`src/rtl/writeback_stage_pkg.sv`:
```
// Shared encodings for the write-back stage.
//   RegWriteSelect : RF data source
//   R7WriteSelect  : R7/PC data source (1xx decodes as PCInc)
//   Flag bit indices inside the 2-bit condition-code register
package writeback_stage_pkg;

  localparam int PC_REG    = 7;
  localparam int CARRY_BIT = 1;
  localparam int ZERO_BIT  = 0;

  typedef enum logic [1:0] {
    SEL_ALU   = 2'b00,
    SEL_MEM   = 2'b01,
    SEL_LHI   = 2'b10,
    SEL_PCINC = 2'b11
  } regSel_e;

  typedef enum logic [2:0] {
    R7_PCINC  = 3'b000,
    R7_TARGET = 3'b001,
    R7_ALU    = 3'b010,
    R7_MEM    = 3'b011
  } r7Sel_e;

endpackage

```
`src/rtl/wb_flag_unit.sv`:
```
// Architectural condition-code register.
//   clk, reset : clock, async active-high reset
//   update     : a valid instruction requests a flag update
//   loadSrc    : the instruction's RF source is memory (load)
//   memData    : load data, used only for the zero flag on loads
//   ccrIn      : upstream flags {carry, zero}
//   ccrQ       : architectural flags {carry, zero}
module wb_flag_unit
  import writeback_stage_pkg::*;
#(
  parameter int DW = 16
) (
  input  logic          clk,
  input  logic          reset,
  input  logic          update,
  input  logic          loadSrc,
  input  logic [DW-1:0] memData,
  input  logic [1:0]    ccrIn,
  output logic [1:0]    ccrQ
);

  // Loads recompute zero from the loaded value and leave carry untouched;
  // every other flag-writing instruction takes the upstream flags whole.
  always_ff @(posedge clk or posedge reset) begin
    if (reset) begin
      ccrQ <= 2'b00;
    end else if (update) begin
      if (loadSrc) ccrQ[ZERO_BIT] <= (memData == '0);
      else         ccrQ           <= ccrIn;
    end
  end

endmodule

```
`src/rtl/writeback_stage.sv`:
```
// Write-back stage: turns the registered WB bundle into RF, R7/PC and flag
// updates, keeps a one-entry forwarding latch and a retired-instruction count.
//   Inputs : clk, reset, wb_valid, data sources (MemData, Imm970s, PCImmInc,
//            ALUOut, PCInc), WriteAdd, WriteRF, WriteR7, RegWriteSelect,
//            R7WriteSelect, CCR, CCRWrite
//   Outputs: rf_wr/rf_wa/rf_wd (combinational), r7_wr/r7_wd (combinational),
//            ccr_q, fwd_valid/fwd_addr/fwd_data, retire_count (registered)
module writeback_stage
  import writeback_stage_pkg::*;
#(
  parameter int DW     = 16,
  parameter int AW     = 3,
  parameter int PC_REG = writeback_stage_pkg::PC_REG
) (
  input  logic          clk,
  input  logic          reset,
  input  logic          wb_valid,
  input  logic [DW-1:0] MemData,
  input  logic [DW-1:0] Imm970s,
  input  logic [DW-1:0] PCImmInc,
  input  logic [DW-1:0] ALUOut,
  input  logic [DW-1:0] PCInc,
  input  logic [AW-1:0] WriteAdd,
  input  logic          WriteRF,
  input  logic          WriteR7,
  input  logic [1:0]    RegWriteSelect,
  input  logic [2:0]    R7WriteSelect,
  input  logic [1:0]    CCR,
  input  logic          CCRWrite,
  output logic          rf_wr,
  output logic [AW-1:0] rf_wa,
  output logic [DW-1:0] rf_wd,
  output logic          r7_wr,
  output logic [DW-1:0] r7_wd,
  output logic [1:0]    ccr_q,
  output logic          fwd_valid,
  output logic [AW-1:0] fwd_addr,
  output logic [DW-1:0] fwd_data,
  output logic [15:0]   retire_count
);

  localparam logic [AW-1:0] PC_ADDR = AW'(PC_REG);

  logic          live;      // real instruction, not squashed by reset
  logic          toPc;      // RF write aimed at the PC alias
  logic [DW-1:0] r7Mux;

  assign live = wb_valid & ~reset;
  assign toPc = WriteAdd == PC_ADDR;

  always_comb begin
    rf_wd = ALUOut;
    case (RegWriteSelect)
      SEL_ALU:   rf_wd = ALUOut;
      SEL_MEM:   rf_wd = MemData;
      SEL_LHI:   rf_wd = Imm970s;
      SEL_PCINC: rf_wd = PCInc;
      default:   rf_wd = ALUOut;
    endcase
  end

  // Upper half of the R7 select space is unused and falls back to PCInc.
  always_comb begin
    r7Mux = PCInc;
    case (R7WriteSelect)
      R7_PCINC:  r7Mux = PCInc;
      R7_TARGET: r7Mux = PCImmInc;
      R7_ALU:    r7Mux = ALUOut;
      R7_MEM:    r7Mux = MemData;
      default:   r7Mux = PCInc;
    endcase
  end

  assign rf_wa = WriteAdd;
  assign rf_wr = live & WriteRF & ~toPc;

  // An RF write to R7 is redirected to the PC port and beats WriteR7.
  assign r7_wr = live & ((WriteRF & toPc) | WriteR7);
  assign r7_wd = (WriteRF & toPc) ? rf_wd : r7Mux;

  wb_flag_unit #(.DW(DW)) uFlags (
    .clk     (clk),
    .reset   (reset),
    .update  (wb_valid & CCRWrite),
    .loadSrc (RegWriteSelect == SEL_MEM),
    .memData (MemData),
    .ccrIn   (CCR),
    .ccrQ    (ccr_q)
  );

  // Forwarding latch only tracks R0..R6 writes; addr/data hold when idle.
  always_ff @(posedge clk or posedge reset) begin
    if (reset) begin
      fwd_valid <= 1'b0;
      fwd_addr  <= '0;
      fwd_data  <= '0;
    end else begin
      fwd_valid <= rf_wr;
      if (rf_wr) begin
        fwd_addr <= WriteAdd;
        fwd_data <= rf_wd;
      end
    end
  end

  always_ff @(posedge clk or posedge reset) begin
    if (reset)         retire_count <= 16'h0000;
    else if (wb_valid) retire_count <= retire_count + 16'd1;
  end

endmodule

```
`config.mk`:
```
export PLATFORM = sky130hd
export DESIGN_NAME = writeback_stage
export DESIGN_NICKNAME = d
export VERILOG_FILES = /design/src/rtl/writeback_stage_pkg.sv /design/src/rtl/wb_flag_unit.sv /design/src/rtl/writeback_stage.sv
export SDC_FILE = /design/constraint.sdc
export NUM_CORES = 1
export LEC_CHECK = 0
export CORE_UTILIZATION = 37
export DETAILED_ROUTE_END_ITERATION = 12
export GPL_ROUTABILITY_DRIVEN = 1
export PLACE_DENSITY = 0.79
export SYNTH_ARGS = -nofsm -noshare
export SYNTH_HDL_FRONTEND = slang
export SYNTH_SLANG_ARGS = --single-unit
```
`constraint.sdc`:
```
create_clock -name clk -period 2.2 [get_ports clk]
set_input_delay 0.44 -clock clk [delete_from_list [all_inputs] [get_ports clk]]
set_output_delay 0.44 -clock clk [all_outputs]
set_load 0.02 [all_outputs]
```
Word level (Yosys, flattened, before mapping)
Index checks and enable logic that the tools add are counted. Widths: inputs -> output; s select.

Reduce and logical (&&, ||, !) cells: 3. Multiplexer cells: 4. Bitwise operators: 10. $add $sub $neg: 1. Equality and inequality tests: 7.

Operators by type and width (count): $pmux 16 s4 (1); $pmux 16 s3 (1); $add 16x1->16 const B (1); $logic_not 16->1 (1); $mux 16 (1); $and 1x1->1 (6); $eq 3x2->1 const B (2); $eq 2x2->1 const B (2); $eq 3x1->1 const B (1); $eq 3x3->1 const B (1); $not 1->1 (3); $eq 2x1->1 const B (1); $logic_not 2->1 (1); $reduce_and 2->1 (1); $mux 1 (1); $or 1x1->1 (1).

Output and inout bits: 75. Input port bits: 96. Logic and storage cells: 31. Bits in registers: 38.

Depth between registers and ports, before layout
Gate-level depths: netlist of the first run.

Word-level depth: 4. Depth in mapped cells: 5. Gate-level depth less buffers: 4.

Modules after synthesis
Synthesis of the first run repeated with hierarchy kept, for this count alone.

Cells, all modules: 246. Area total of the unflattened synthesis: 2677.6 um2.

By module, submodules not included: writeback_stage (area an instance 2541.2 um2, seq. area each 900.9 um2, cells each 232, instances 1); wb_flag_unit (area an instance 136.4 um2, seq. area each 50.0 um2, cells each 14, instances 1).

Worst setup path after synthesis of the first run
Ideal clock, no wire load.

Path type: input-to-output. From: input reset. To: output r7_wr. Buffers on the path: 0. Setup slack: 0.135 ns. Arrival: 1.625 ns. Cell stages on the path: 2. Cells stage by stage: inv_1 o211a_1.

Longest elaborated chain between the ends: 3.

RTL lines: start, declared (line writeback_stage.sv:16) `input logic reset,`; $not 1->1 (line writeback_stage.sv:48) `assign live = wb_valid & ~reset;`; $and 1x1->1 (line writeback_stage.sv:48); $and 1x1->1 (line writeback_stage.sv:78) `assign r7_wr = live & ((WriteRF & toPc) | WriteR7);`; end, declared (line writeback_stage.sv:33) `output logic r7_wr,`.

Every way passes these cells.

Final worst setup path of the first run
From: input MemData[14]. To: output r7_wd[14].

Longest elaborated chain between the ends: 2. Elaborated cells on any way between the ends: 3. Those cells by class: 3 x mux.

RTL lines: start, declared (line writeback_stage.sv:18) `input logic [DW-1:0] MemData,`; $pmux 16 s4 or $pmux 16 s3 (tied branches) (line writeback_stage.sv:53, writeback_stage.sv:65); $mux 16 * (line writeback_stage.sv:79) `assign r7_wd = (WriteRF & toPc) ? rf_wd : r7Mux;`; end, declared (line writeback_stage.sv:34) `output logic [DW-1:0] r7_wd,`.

Mark *: on every way between the ends. The rest lies on a longest branch, timed or not.

==> results.py, run 1 <==
metrics = {
    "run_status": {
        "status": "complete, but fails checks",
        "violations": "negative setup slack",
    },
    "clock_tree": {
        "clock_latency_ps": 280,
        "ctsHtreeMaxLevel": 2,
        "cts_buffers": 5,
        "clock_sink_count": 38,
        "cts_hold_buf": 0,
        "path_clk_slew_ps": 70,
        "cts_tree": "yes",
        "clockBufferDepth": 2,
        "cts-root-buf": "clkbuf_8",
    },
    "placement": {
        "dpl.hpwl_mm": 8.209,
        "portBuffers": 170,
        "dpl.cell_count": 552,
        "pre_cts_slack_ps": -774.8,
        "gp_congestion": 0.8265,
    },
    "drt": {
        "wl_mm": 10.98,
        "drc": 0,
        "drt-initial-drc-count": 117,
        "via_per_inst": 5.408,
        "ant_nets": 0,
        "dr.pass1.iters": 4,
        "via_count": 3077,
        "avgRoutedWirePerCell_um": 19.29,
    },
    "die": {
        "die-area_sq_um": 7671,
        "ios": 171,
        "core_sq_um": 6944,
        "initial_core_util_pct": 39.03,
        "fp-row-count": 30,
        "die_x_um": 87.59,
        "fp.dieH_um": 87.59,
    },
    "global_routing": {
        "grt_overflow": 0,
        "grt_pass1_vias": 3197,
        "antenna_found_initial": 0,
        "grt_max_degree": 39,
        "grt_pass1_wl_mm": 16.48,
        "grt_util_all_layers_pct": 28.72,
    },
    "timing": {
        "worstMarginPinSlew_ps": 510.2,
        "rsz0062_at_grt": "true",
        "layout_setup_ws_ps": -1.604,
        "drv_slew": 0,
        "period_needed_ps": 2202,
        "max_freq_ghz": 0.4542,
        "finClkSkew_ps": 6.650,
        "hold_viol": 0,
        "setup_viol": 1,
        "slew_headroom_pct": 65.98,
        "whs_ps": 483.9,
        "fin_crit_sh_pct": 100.1,
    },
    "synthesis": {
        "synthTopCellsByArea": "dfrtp_1, mux2_2, mux4_2",
        "synth_area_leader_cell": "dfrtp_1",
        "synth-edff-count": 0,
        "syn_nets": 340,
        "yosys_most_used_dff": "dfrtp_1",
        "ys_ff_latch": 38,
        "synthCells": 243,
        "synth.top_cell.area_share_pct": 35.09,
        "ys_warn_count": 0,
        "synth_area_sq_um": 2710,
        "synth_area_per_cell_sq_um": 11.15,
        "synthArstFlopShare_pct": 100.0,
        "synth_cell_types": 39,
        "synth_seq_area_share_pct": 35.09,
        "synth_top_cells_by_count": "dfrtp_1, mux2_2, nand2_1",
        "synth.most_common_cell": "dfrtp_1",
    },
    "power_and_ir_drop": {
        "ir_drop_uv": 343.3,
        "power_density_nw_per_um2": 639.5,
        "leakage_nw": 2.280,
    },
    "critical_path": {
        "crit_type": "in2out",
        "end_kind": "output pin",
        "cp_data_required_time_ps": 1760,
        "reg2reg_depth": 4,
        "r2r_setup_slack_ps": 670,
        "worstPathArrival_ps": 1760,
        "crit_fanout": 2,
        "reg2reg_from": "retire_count[0]$_DFFE_PP0P_",
        "cp-start-kind": "input pin",
        "r2r_end": "retire_count[14]$_DFFE_PP0P_",
    },
    "run": {
        "cap_viol_max_count": 0,
    },
    "layout": {
        "antenna_cells": 0,
        "drive_gt1_share_pct": 38.90,
        "syn2layout_area_growth_pct": 87.21,
        "instances_no_fill": 569,
        "final_util_pct": 73.06,
        "final_nets": 569,
    },
    "min_path": {
        "hold_path.startpoint": "retire_count[15]$_DFFE_PP0P_",
        "min_path_type": "reg2reg",
        "whs_path_depth": 1,
        "min_to": "retire_count[15]$_DFFE_PP0P_",
    },
}
-- cell type report --
class	count	area, sq um
Timing Repair Buffer	241	2168
Fill cell	509	1871
Multi-Input combinational cell	181	1673
Sequential cell	38	950.9
Tap cell	96	120.1
Clock buffer	6	82.58
Clock inverter	2	60.06
Inverter	5	18.77
-- critical path: stages --
cell	delay, ps
clkdlybuf4s50_1	420
buf_4	150
mux2i_1	180
a211oi_1	110
o31a_1	300
buf_4	150
-- worst max path at each step --
stage	from	end
2_1_floorplan	reset	r7_wr
3_3_place_gp	R7WriteSelect[1]	r7_wd[6]
3_5_place_dp	RegWriteSelect[0]	r7_wd[10]
4_1_cts	WriteAdd[0]	r7_wd[14]
5_1_grt	MemData[14]	r7_wd[14]
6_report	MemData[14]	r7_wd[14]
-- registers in the layout (all words and copies together) (netlist names) --
| signal | flops |
|---|---|
| fwd_data | 16 |
| retire_count | 16 |
| fwd_addr | 3 |
| uFlags.ccrQ | 2 |
| fwd_valid | 1 |
-- kinds of logic after synthesis --
group           synth area share (%)
simple gates                   13.20
mux                            30.01
xor+xnor                       4.847
compound gates                 11.27
fa+ha+maj                     0.4616
flops                          35.09
buf+inv                        5.125
-- cells in the final DEF, fill, tap and decap left out, drive strengths merged, types with 3 or more instances in the layout --
master         instances
clkdlybuf4s50        110
buf                  102
dfrtp                 38
mux2                  34
nand2                 20
nor2                  17
mux4                  16
dlygate4sd2           16
o22ai                 15
o31ai                 15
xor2                  10
clkbuf                10
dlymetal6s2s           9
nor4                   8
nand4                  6
xnor2                  5
nand3                  5
inv                    4
nor3                   4
or3b                   3
a21oi                  3
-- metal layers --
layer	track usage [%]	part of all wire, %
met5	0	0
met4	6.557	1.3
met3	5.278	7.7
met2	55.18	54
met1	32.86	37
-- stage by stage --
stage	instance area (sq um)	power (W)	TNS (ps)
global placement	4942	0.002505	-22790
detailed placement	4942	0.002546	-23340
floorplan	2710	0.001680	0
finish	5074	0.003245	-1.604
CTS	5056	0.003267	-176.0
global route	5074	0.003384	-46.24
-- power breakdown --
| part | switching [W] | internal, W | total, W |
|---|---|---|---|
| Combinational | 0.000678 | 0.000823 | 0.00150 |
| Sequential | 0.000153 | 0.000853 | 0.00101 |
| Clock | 0.000253 | 0.000484 | 0.000737 |
| Total | 0.00108 | 0.00216 | 0.00324 |
-- what timing repair did --
| action | 4_1_cts | 5_1_grt |
|---|---|---|
| endpoints found under the setup margin | 34 | 23 |
| gates cloned | 4 | 1 |
| setup buffers | 5 | 0 |
| pin swaps | 2 | 2 |
| gates resized for setup | 187 | 24 |
| endpoints found under the hold margin | 0 | 0 |
(Power assumes the default switching activity.)
==> inputs of run 2 (changes only) <==
- CORE_MARGIN: not set -> 5
- CORE_UTILIZATION: 37 -> 38
- CTS_BUF_LIST: not set -> sky130_fd_sc_hd__clkbuf_8
- PLACE_DENSITY: 0.79 -> 0.81
- SETUP_SLACK_MARGIN: not set -> 0.15
==> results.py, run 2 (synthesis gave the netlist of run 1 again) <==
metrics = {
    "run_status": {
        "status": "complete, no violations",
    },
    "layout": {
        "final_common_cell": "dlygate4sd2_1",
        "final_nets": 571,
        "largestRegisters": "fwd_data (16), retire_count (16), fwd_addr (3)",
        "nFillCells": 397,
        "syn2layout_area_growth_pct": 107.6,
        "instances_no_fill": 574,
        "final_util_pct": 81.89,
        "drive_gt1_share_pct": 48.00,
        "finalInstanceArea_sq_um": 5625,
        "multi_input_area_sq_um": 2023,
        "final_cell_mix": "dlygate4sd2_1, clkdlybuf4s50_1, buf_4",
        "seq_area_sq_um": 950.9,
    },
    "critical_path": {
        "cp-start-kind": "input pin",
        "reg2reg_depth": 4,
        "end_kind": "output pin",
        "crit_type": "in2out",
        "cp_data_required_time_ps": 1760,
        "crit_fanout": 8,
        "worstPathArrival_ps": 1640,
    },
    "drt": {
        "dr.pass1.iters": 4,
        "drc": 0,
        "drt-initial-drc-count": 155,
        "ant_nets": 0,
        "wl_mm": 13.65,
        "via_count": 3275,
        "avgRoutedWirePerCell_um": 23.78,
        "via_per_inst": 5.706,
    },
    "timing": {
        "fin_crit_sh_pct": 94.35,
        "drv_slew": 0,
        "worstMarginPinSlew_ps": 510.6,
        "rsz0062_at_grt": "true",
        "setup_viol": 0,
        "period_needed_ps": 2076,
        "hold_viol": 0,
        "max_freq_ghz": 0.4818,
        "layout_setup_ws_ps": 124.3,
        "finClkSkew_ps": 11.43,
        "slew_headroom_pct": 65.96,
    },
    "power_and_ir_drop": {
        "leakage_nw": 2.471,
        "power_density_nw_per_um2": 611.8,
        "ir_drop_uv": 313.4,
    },
    "global_routing": {
        "grt_pass1_wl_mm": 19.60,
        "grt_pass1_vias": 3632,
        "grt_max_degree": 39,
        "grt_util_all_layers_pct": 29.13,
        "antenna_found_initial": 1,
        "grt_overflow": 0,
    },
    "placement": {
        "gp_congestion": 0.8746,
        "portBuffers": 170,
        "dpl.hpwl_mm": 8.770,
        "pre_cts_slack_ps": -757.7,
        "dpl-instance-area_sq_um": 4954,
        "dpl.cell_count": 550,
    },
    "min_path": {
        "min_path_type": "reg2reg",
        "whs_path_depth": 1,
    },
    "clock_tree": {
        "clock_latency_ps": 290,
        "cts_tree": "yes",
        "path_clk_slew_ps": 80,
        "ctsHtreeMaxLevel": 2,
        "clockBufferDepth": 2,
        "cts-root-buf": "clkbuf_8",
        "cts_buffers": 5,
        "clock_sink_count": 38,
        "cts_hold_buf": 0,
    },
    "die": {
        "initial_core_util_pct": 39.45,
        "fp-row-count": 30,
        "die_x_um": 94.45,
        "core_sq_um": 6869,
        "ios": 171,
        "fp.dieH_um": 94.45,
        "die-area_sq_um": 8921,
    },
    "run": {
        "cap_viol_max_count": 0,
    },
}
run 2: cell count changes in the layout (fill, tap and decap cells not counted), sizes merged:
| cell | delta |
|---|---|
| clkdlybuf4s50 | -49 |
| dlygate4sd2 | +48 |
| buf | +7 |
| dlymetal6s2s | -6 |
| clkdlybuf4s15 | +3 |
| diode | +3 |
| clkbuf | -2 |
| clkinv | -1 |
| clkinvlp | +1 |
| or3b | +1 |
run 2: where the power goes:
group | internal, W | switching (W)
Combinational | 0.000907 | 0.000778
Sequential | 0.000853 | 0.000151
Clock | 0.000484 | 0.000268
Total | 0.00224 | 0.00120
run 2: layer usage:
metal / up-vias / wire, um / track usage (%)
li1: 1404 / - / -
met1: 1591 / 4421 / 28.76
met2: 218 / 7327 / 56.38
met3: 62 / 1125 / 7.809
met4: 0 / 772 / 12.62
met5: - / 0 / 0
run 2: final timing paths:
kind | from | slack (ps) | to
min in group asynchronous | reset | 780 | uFlags.ccrQ[0]$_DFFE_PP0P_
min reg2reg | retire_count[15]$_DFFE_PP0P_ | 470 | retire_count[15]$_DFFE_PP0P_
max | RegWriteSelect[1] | 120 | r7_wd[10]
max in group asynchronous | reset | 1060 | retire_count[0]$_DFFE_PP0P_
min | retire_count[15]$_DFFE_PP0P_ | 470 | retire_count[15]$_DFFE_PP0P_
max reg2reg | retire_count[0]$_DFFE_PP0P_ | 680 | retire_count[12]$_DFFE_PP0P_
run 2: area by class of cell:
class	instances	share of cell area (%)
diodes	3	0.1335
clock buffers	6	1.468
clock inverters	2	1.068
inverters	5	0.4004
multi-input cells	182	35.97
flip-flops and latches	38	16.90
well taps	96	2.135
repair buffers	242	41.93
run 2: what timing repair did:
item | in CTS | in global routing
gates cloned | 4 | 0
gates resized for setup | 367 | 23
pin swaps | 28 | 15
setup buffers | 8 | 1
endpoints found under the setup margin | 37 | 13
run 2: critical path: stages:
cell and delay [ps]:
clkdlybuf4s15_1 290, buf_6 190, mux4_2 340, nand2_2 140
o31ai_4 90, buf_6 140
run 2: stage by stage:
stage / hold WS, ps / setup TNS, ps / power, W
6_report: 469.6 / 0 / 0.003442
3_3_place_gp: 459.1 / -21870 / 0.002510
4_1_cts: 478.2 / 0 / 0.003392
3_5_place_dp: 464.1 / -22890 / 0.002559
5_1_grt: 512.2 / 0 / 0.003571
2_1_floorplan: 410.3 / 0 / 0.001680
